`config.mk`:
```
export PLATFORM = sky130hd
export DESIGN_NAME = reg_dump_tx
export DESIGN_NICKNAME = d
export VERILOG_FILES = /design/src/rtl/reg_dump_tx.sv
export SDC_FILE = /design/constraint.sdc
export NUM_CORES = 1
export LEC_CHECK = 0
export ABC_AREA = 1
export BUFFER_PORTS_ARGS = -buffer_cell sky130_fd_sc_hd__buf_2
export CORE_AREA = 2 2 409 411
export CTS_BUF_LIST = sky130_fd_sc_hd__clkbuf_4
export DETAILED_ROUTE_END_ITERATION = 6
export DIE_AREA = 0 0 411 413
export PLACE_DENSITY = 0.57
export SYNTH_ARGS = -nofsm -noshare
export SYNTH_HDL_FRONTEND = slang
export SYNTH_SLANG_ARGS = --single-unit
```
`constraint.sdc`:
```
create_clock -name clk -period 22.8 [get_ports clk]
set_input_delay 2.28 -clock clk [delete_from_list [all_inputs] [get_ports clk]]
set_output_delay 2.28 -clock clk [all_outputs]
set_load 0.05 [all_outputs]
```
`src/rtl/reg_dump_tx.sv`:
```
// reg_dump_tx: snapshots the register file's flat debug bus on request and
// streams it to the UART transmitter as a framed byte sequence:
//   header byte, every register MSB byte first (reg 0 first), XOR checksum.
// The checksum covers the data bytes only; the header is not included.
module reg_dump_tx #(
    parameter int          PROC_BITS   = 32,
    parameter int          REG_COUNT   = 32,
    parameter logic [7:0]  HEADER_BYTE = 8'hA5
) (
    input  logic                           clk,
    input  logic                           i_rst_n,
    input  logic                           i_start,
    input  logic [PROC_BITS*REG_COUNT-1:0] i_debug_regs,
    input  logic                           i_tx_ready,
    output logic [7:0]                     o_tx_data,
    output logic                           o_tx_valid,
    output logic                           o_busy,
    output logic                           o_done
);

    localparam int BUS_W         = PROC_BITS * REG_COUNT;
    localparam int BYTES_PER_REG = PROC_BITS / 8;
    localparam int NUM_BYTES     = BYTES_PER_REG * REG_COUNT;
    localparam int IDX_W         = $clog2(NUM_BYTES);

    localparam logic [IDX_W-1:0] LAST_IDX = IDX_W'(NUM_BYTES - 1);

    typedef enum logic [2:0] {
        IDLE,
        HEADER,
        DATA,
        CHECK,
        DONE
    } state_t;

    state_t             state_q;
    logic [BUS_W-1:0]   snapshot_q;
    logic [IDX_W-1:0]   byteIdx_q;
    logic [IDX_W-1:0]   byteIdx_d;
    logic [7:0]         checksum_q;
    logic [7:0]         checksum_d;
    logic [7:0]         nextByte;
    logic               transfer;

    // Frame byte k lives in register k/BYTES_PER_REG; within a register the
    // most significant byte goes out first.
    function automatic logic [7:0] byteAt(input logic [BUS_W-1:0] snap,
                                          input logic [IDX_W-1:0] k);
        int               idx;
        int               offset;
        logic [BUS_W-1:0] shifted;
        idx     = int'(k);
        offset  = (idx / BYTES_PER_REG) * PROC_BITS
                + (BYTES_PER_REG - 1 - (idx % BYTES_PER_REG)) * 8;
        shifted = snap >> offset;
        return shifted[7:0];
    endfunction

    assign transfer = o_tx_valid & i_tx_ready;

    // Look-ahead for the byte that follows an accepted transfer, so the
    // registered output can be updated in the same edge as the handshake.
    always_comb begin
        byteIdx_d  = byteIdx_q + 1'b1;
        if (state_q == HEADER) begin
            byteIdx_d = '0;
        end
        nextByte   = byteAt(snapshot_q, byteIdx_d);
        checksum_d = checksum_q ^ o_tx_data;
    end

    // Snapshot of the debug bus, taken only when a frame is accepted in IDLE;
    // it has no reset because its contents are irrelevant until captured.
    always_ff @(posedge clk) begin
        if (state_q == IDLE && i_start) begin
            snapshot_q <= i_debug_regs;
        end
    end

    // Frame sequencer with registered handshake and status outputs.
    always_ff @(posedge clk or negedge i_rst_n) begin
        if (!i_rst_n) begin
            state_q    <= IDLE;
            byteIdx_q  <= '0;
            checksum_q <= '0;
            o_tx_data  <= '0;
            o_tx_valid <= 1'b0;
            o_busy     <= 1'b0;
            o_done     <= 1'b0;
        end else begin
            case (state_q)
                IDLE: begin
                    o_done <= 1'b0;
                    if (i_start) begin
                        state_q    <= HEADER;
                        byteIdx_q  <= '0;
                        checksum_q <= '0;
                        o_tx_data  <= HEADER_BYTE;
                        o_tx_valid <= 1'b1;
                        o_busy     <= 1'b1;
                    end
                end
                HEADER: begin
                    if (transfer) begin
                        state_q   <= DATA;
                        byteIdx_q <= '0;
                        o_tx_data <= nextByte;
                    end
                end
                DATA: begin
                    if (transfer) begin
                        checksum_q <= checksum_d;
                        if (byteIdx_q == LAST_IDX) begin
                            state_q   <= CHECK;
                            o_tx_data <= checksum_d;
                        end else begin
                            byteIdx_q <= byteIdx_d;
                            o_tx_data <= nextByte;
                        end
                    end
                end
                CHECK: begin
                    if (transfer) begin
                        state_q    <= DONE;
                        o_tx_data  <= '0;
                        o_tx_valid <= 1'b0;
                        o_busy     <= 1'b0;
                        o_done     <= 1'b1;
                    end
                end
                DONE: begin
                    state_q <= IDLE;
                    o_done  <= 1'b0;
                end
                default: begin
                    state_q    <= IDLE;
                    o_tx_valid <= 1'b0;
                    o_busy     <= 1'b0;
                    o_done     <= 1'b0;
                end
            endcase
        end
    end

endmodule

```
======== Word level (Yosys, flattened, before mapping) ========
Index checks and enable logic that the tools add are counted.
storage, ports and cells
  bits in registers ....................... 1052
  word-level logic and storage cells ...... 65
cells by class
  add/sub/neg operators ................... 3
  equal/unequal tests ..................... 11
  shift operators ......................... 1
  multiplexer cells ....................... 26
  bitwise operators ....................... 4
  reductions and logical operators ........ 13
operators by type and width
  kind                                                                    count
  1024-bit by 32-bit right shift with 8-bit output                        1
  8-bit 2-to-1 mux                                                        7
  7-bit 2-to-1 mux                                                        5
  8-bit case mux with 4 select lines                                      1
  7-bit case mux with 3 select lines                                      1
  8-bit case mux with 2 select lines                                      1
  3-bit 2-to-1 mux                                                        5
  5-bit AND reduction                                                     3
  11-bit by 6-bit adder with 12-bit output                                1
  2-bit inequality test (second input constant)                           6
  3-bit case mux with 4 select lines                                      1
  8-bit XOR                                                               1
  7-bit by 1-bit adder with 7-bit output (second input constant)          1
  7-bit equality test (second input constant)                             1
  3-bit by 2-bit equality test with 1-bit output (second input constant)  2
  3-bit AND reduction                                                     2
  4-bit nonzero test                                                      1
  3-bit by 1-bit equality test with 1-bit output (second input constant)  1
  3-bit equality test (second input constant)                             1
  3-bit logical NOT                                                       1
  1-bit 2-to-1 mux                                                        3
  1-bit case mux with 3 select lines                                      1
  3-bit nonzero test                                                      1
  3-bit OR reduction                                                      1
  8 further kinds                                                         9

======== Logic depth before layout (Yosys ltp) ========
  word-level depth ........................ 8
  depth in mapped cells ................... 18
  depth with buffers taken out ............ 16

======== Worst setup path before layout ========
No wires, ideal clock.
  kind .................................... input-to-reg
  start ................................... input port i_start
  end ..................................... register snapshot_q[0], enable pin
  arrival time ............................ 22128 ps
  data required time ...................... 21435 ps
  slack ................................... -694 ps
  stages .................................. 2
  path through ............................ nand2_1 -> inv_1
on the way
  longest elaborated chain between the ends .. 1
ends and longest elaborated chain
  element               RTL line  text
  from (decl)           12        input logic i_start,
  1-bit logical AND     75        if (state_q == IDLE && i_start) begin
  to (signal assigned)  76        snapshot_q <= i_debug_regs;
  to (decl)             37        logic [BUS_W-1:0] snapshot_q;
No other way between the ends.
A chain may end at the register's enable or synchronous reset.

======== Worst setup path after layout ========
  start ................................... input port i_start
  end ..................................... register snapshot_q[112], enable pin
Same word-level chain as after synthesis.

==> run metrics <==
Max-Cap Viols 0; largest net degree at the start of global routing ~170; clock share of power 43.9%; Tightest Pin Transition 1.149 ns; multi-input logic area 0.01005 sq mm; CTS tree built; total number of vias 33,850; sequential share of power 53.7%; RSZ-0062 raised after global routing no; fill count about 17,000; commonest cells in the netlist nand3_1, edfxtp_1, nand2_1, buf_2, inv_1; net switching power 853.8 uW; WHS Path Cells 2; # port buffers 1,038; post-DP HPWL 119,000 microns; fmax 170.6 MHz; Synth Warn # 0; Crit Reg-Reg Endpoint snapshot_q[112]$_DFFE_PP_; gr usage total roughly a fifth; CTS H-tree lvls 5; post-route cell area 0.05388 sq mm; CP max stage delay 0.98 ns; die extent in y 413 microns; Data arrival, critical path 6.69 ns; CTS root buffer clkbuf_4; critical path class input pin to register; syn nets 4,593; CP startpoint i_start; vias in the first global route 33,320; final setup fails 0; Longest Clk Path Bufs 4; setup TNS 0 ns; FF+latch count, synth 1,052; GP Congestion 0.8927; most frequent cell after synthesis nand3_1; final WL 172,600 microns; # clock sinks about 1,100; Leak ~21 nW; run status completed; Worst-Skew Late Latency around 1.4 ns; CP max stage cell buf_4; worst r2r path cells 9; WP depth 7; ys async rst share under 10%; Seq/Total Area, Yosys 73.16%; Tmin final 5.861 ns; Num CTS Buffers 311; Post-CTS Repair Setup Buffers 0; nets 5,743; core region area about 0.17 sq mm; post_cts resized 0; drt first pass iters 6; Final Skew 0.1083 ns; CP bufs+invs 6; PD cells approximately 73 mW/mm^2; Peak supply drop 0.00005763 V; share of post-route cells with drive strength above 1 between 30% and 40%; Area Growth Syn to Fin 25.35%; critical path capture point snapshot_q[112]$_DFFE_PP_; Tcrit/Tclk final 25.71%; Seq. cell area 0.03145 sq mm; Gate Count Post-Synth 3,564; Pins Over Slew Limit 0; synthesized area per cell 12.06 sq um; crit path cell chain buf_2, nand2_1, clkinvlp_4, buf_4, buf_12, buf_4, buf_4; final hold violation count 0; sw frac 21.63%; initial core utilization 25.91%; top area cells in the synthesized netlist edfxtp_1, nand3_1, nand2_1; critical path data required time 23.63 ns; std cell rows 150; ys flop type edfxtp_1; R2R Setup Slk 17.27 ns; Logic pwr share 2.4%; largest area contributor in the netlist edfxtp_1; Pint just over 3 mW; # IOs 1,039; share of Yosys cell area claimed by the top area cell type 71.53%; Die ar. 0.1697 sq mm; library cells used by synthesis 31; Post-synth EDFFs 1,024; Hold WC Path Type register to register; per-cell routed wire length approximately 24 microns; CP most frequent cell buf_4; CP max FO 155; antenna violations before repair 90; Slew HR around a quarter; CP Launch Type input pin; hold buffer count at CTS 0; Post-DRT Antenna Nets 0; Die Wd 411 microns; Crit. End Element register; Worst-path clk slew about 0.060 ns; Mapped Area 0.04299 sq mm; family with the most delay on the worst path buffers and inverters; FF-to-FF Start state_q[0]$_DFFE_PN0P_; DR DRC count 0; Detailed Route Iter0 Violations 3,368; via/cell ratio between 4 and 5; total global routing overflow 0; first-pass GRT wire length 233,800 microns; placed cell areas roughly 0.050 sq mm
-- registers in the layout, indices dropped and copies added (netlist names) --
signal	count
o_tx_data	8
o_busy	1
snapshot_q	1024
state_q	3
checksum_q	8
byteIdx_q	7
o_done	1
-- metal layers --
metal	share of wire, %	global-route usage, %
met5	0.16	0
met4	3.9	10.10
met3	8.6	5.637
met2	49	32.07
met1	38	22.98
-- worst min path at each step --
stage / startpoint / end
finish: o_done$_DFFE_PN0P_ / o_done$_DFFE_PN0P_
global route: o_done$_DFFE_PN0P_ / o_done$_DFFE_PN0P_
global placement: o_done$_DFFE_PN0P_ / o_done$_DFFE_PN0P_
floorplan: byteIdx_q[1]$_DFFE_PN0P_ / byteIdx_q[1]$_DFFE_PN0P_
CTS: o_done$_DFFE_PN0P_ / o_done$_DFFE_PN0P_
detailed placement: o_done$_DFFE_PN0P_ / o_done$_DFFE_PN0P_
-- tightest hold or removal path: stages, from the launching register on --
cell and delay (ns):
dfrtp_1 0.34, nand2_1 0.05, o21ai_0 0.06
-- cells by family after synthesis --
family,Yosys count,synth area share (%)
flops,1052,73.16
simple gates,2171,22.65
buf+inv,300,3.574
compound gates,32,0.4191
xor+xnor,8,0.1630
fa+ha+maj,1,0.02910
-- through the flow --
step                      setup slack, ns  instances  total power [mW]  utilization, %  hold WS (ns)
after detailed placement            15.79       6605             2.255           30.19        0.4762
after CTS                           17.27       7102             3.999           32.37        0.4896
after floorplan                     4.607       3564             2.161               -        0.4779
after global routing                16.87       7154             4.098           32.45        0.5407
after global placement              15.89       6605             2.253           30.19        0.4766
final                               16.94       7174             3.946           32.48        0.4877
-- layout make-up --
type,count,area share [%]
clock buffer,434,6.047
timing repair buffer,1081,10.40
tap,2204,5.118
clock inverter,63,0.6502
inverter,56,0.4342
sequential,1052,58.37
antenna,72,0.3344
multi-input combinational,2212,18.65
-- layout by cell type, fill, tap and decap left out, types with 4 or more instances in the layout --
cell type  netlist  final
a21oi_1          7      7
buf_12           0      7
buf_2          127   1038
buf_4           41     36
bufinv_16        0      4
clkbuf_4         0    434
clkinv_1         1     45
clkinv_2         0      7
dfrtp_1         28     28
diode_2          0     72
edfxtp_1      1024   1024
inv_1           47     45
inv_2            8     13
nand2_1        916    916
nand3_1       1195   1194
nor2_1          45     44
nor2_4           3      4
o21ai_0         13     13
o22ai_1          5      5
xnor2_1          4      4
xor2_1           4      4
-- power by group through the flow --
stage               Combinational, mW  Sequential [mW]  Clock [mW]
finish                         0.0961             2.12        1.73
global placement               0.0925             2.16           0
CTS                            0.0954             2.12        1.78
floorplan                  0.00000767             2.16           0
global route                    0.104             2.12        1.88
detailed placement             0.0947             2.16           0
Power figures use the tool's default switching activity.
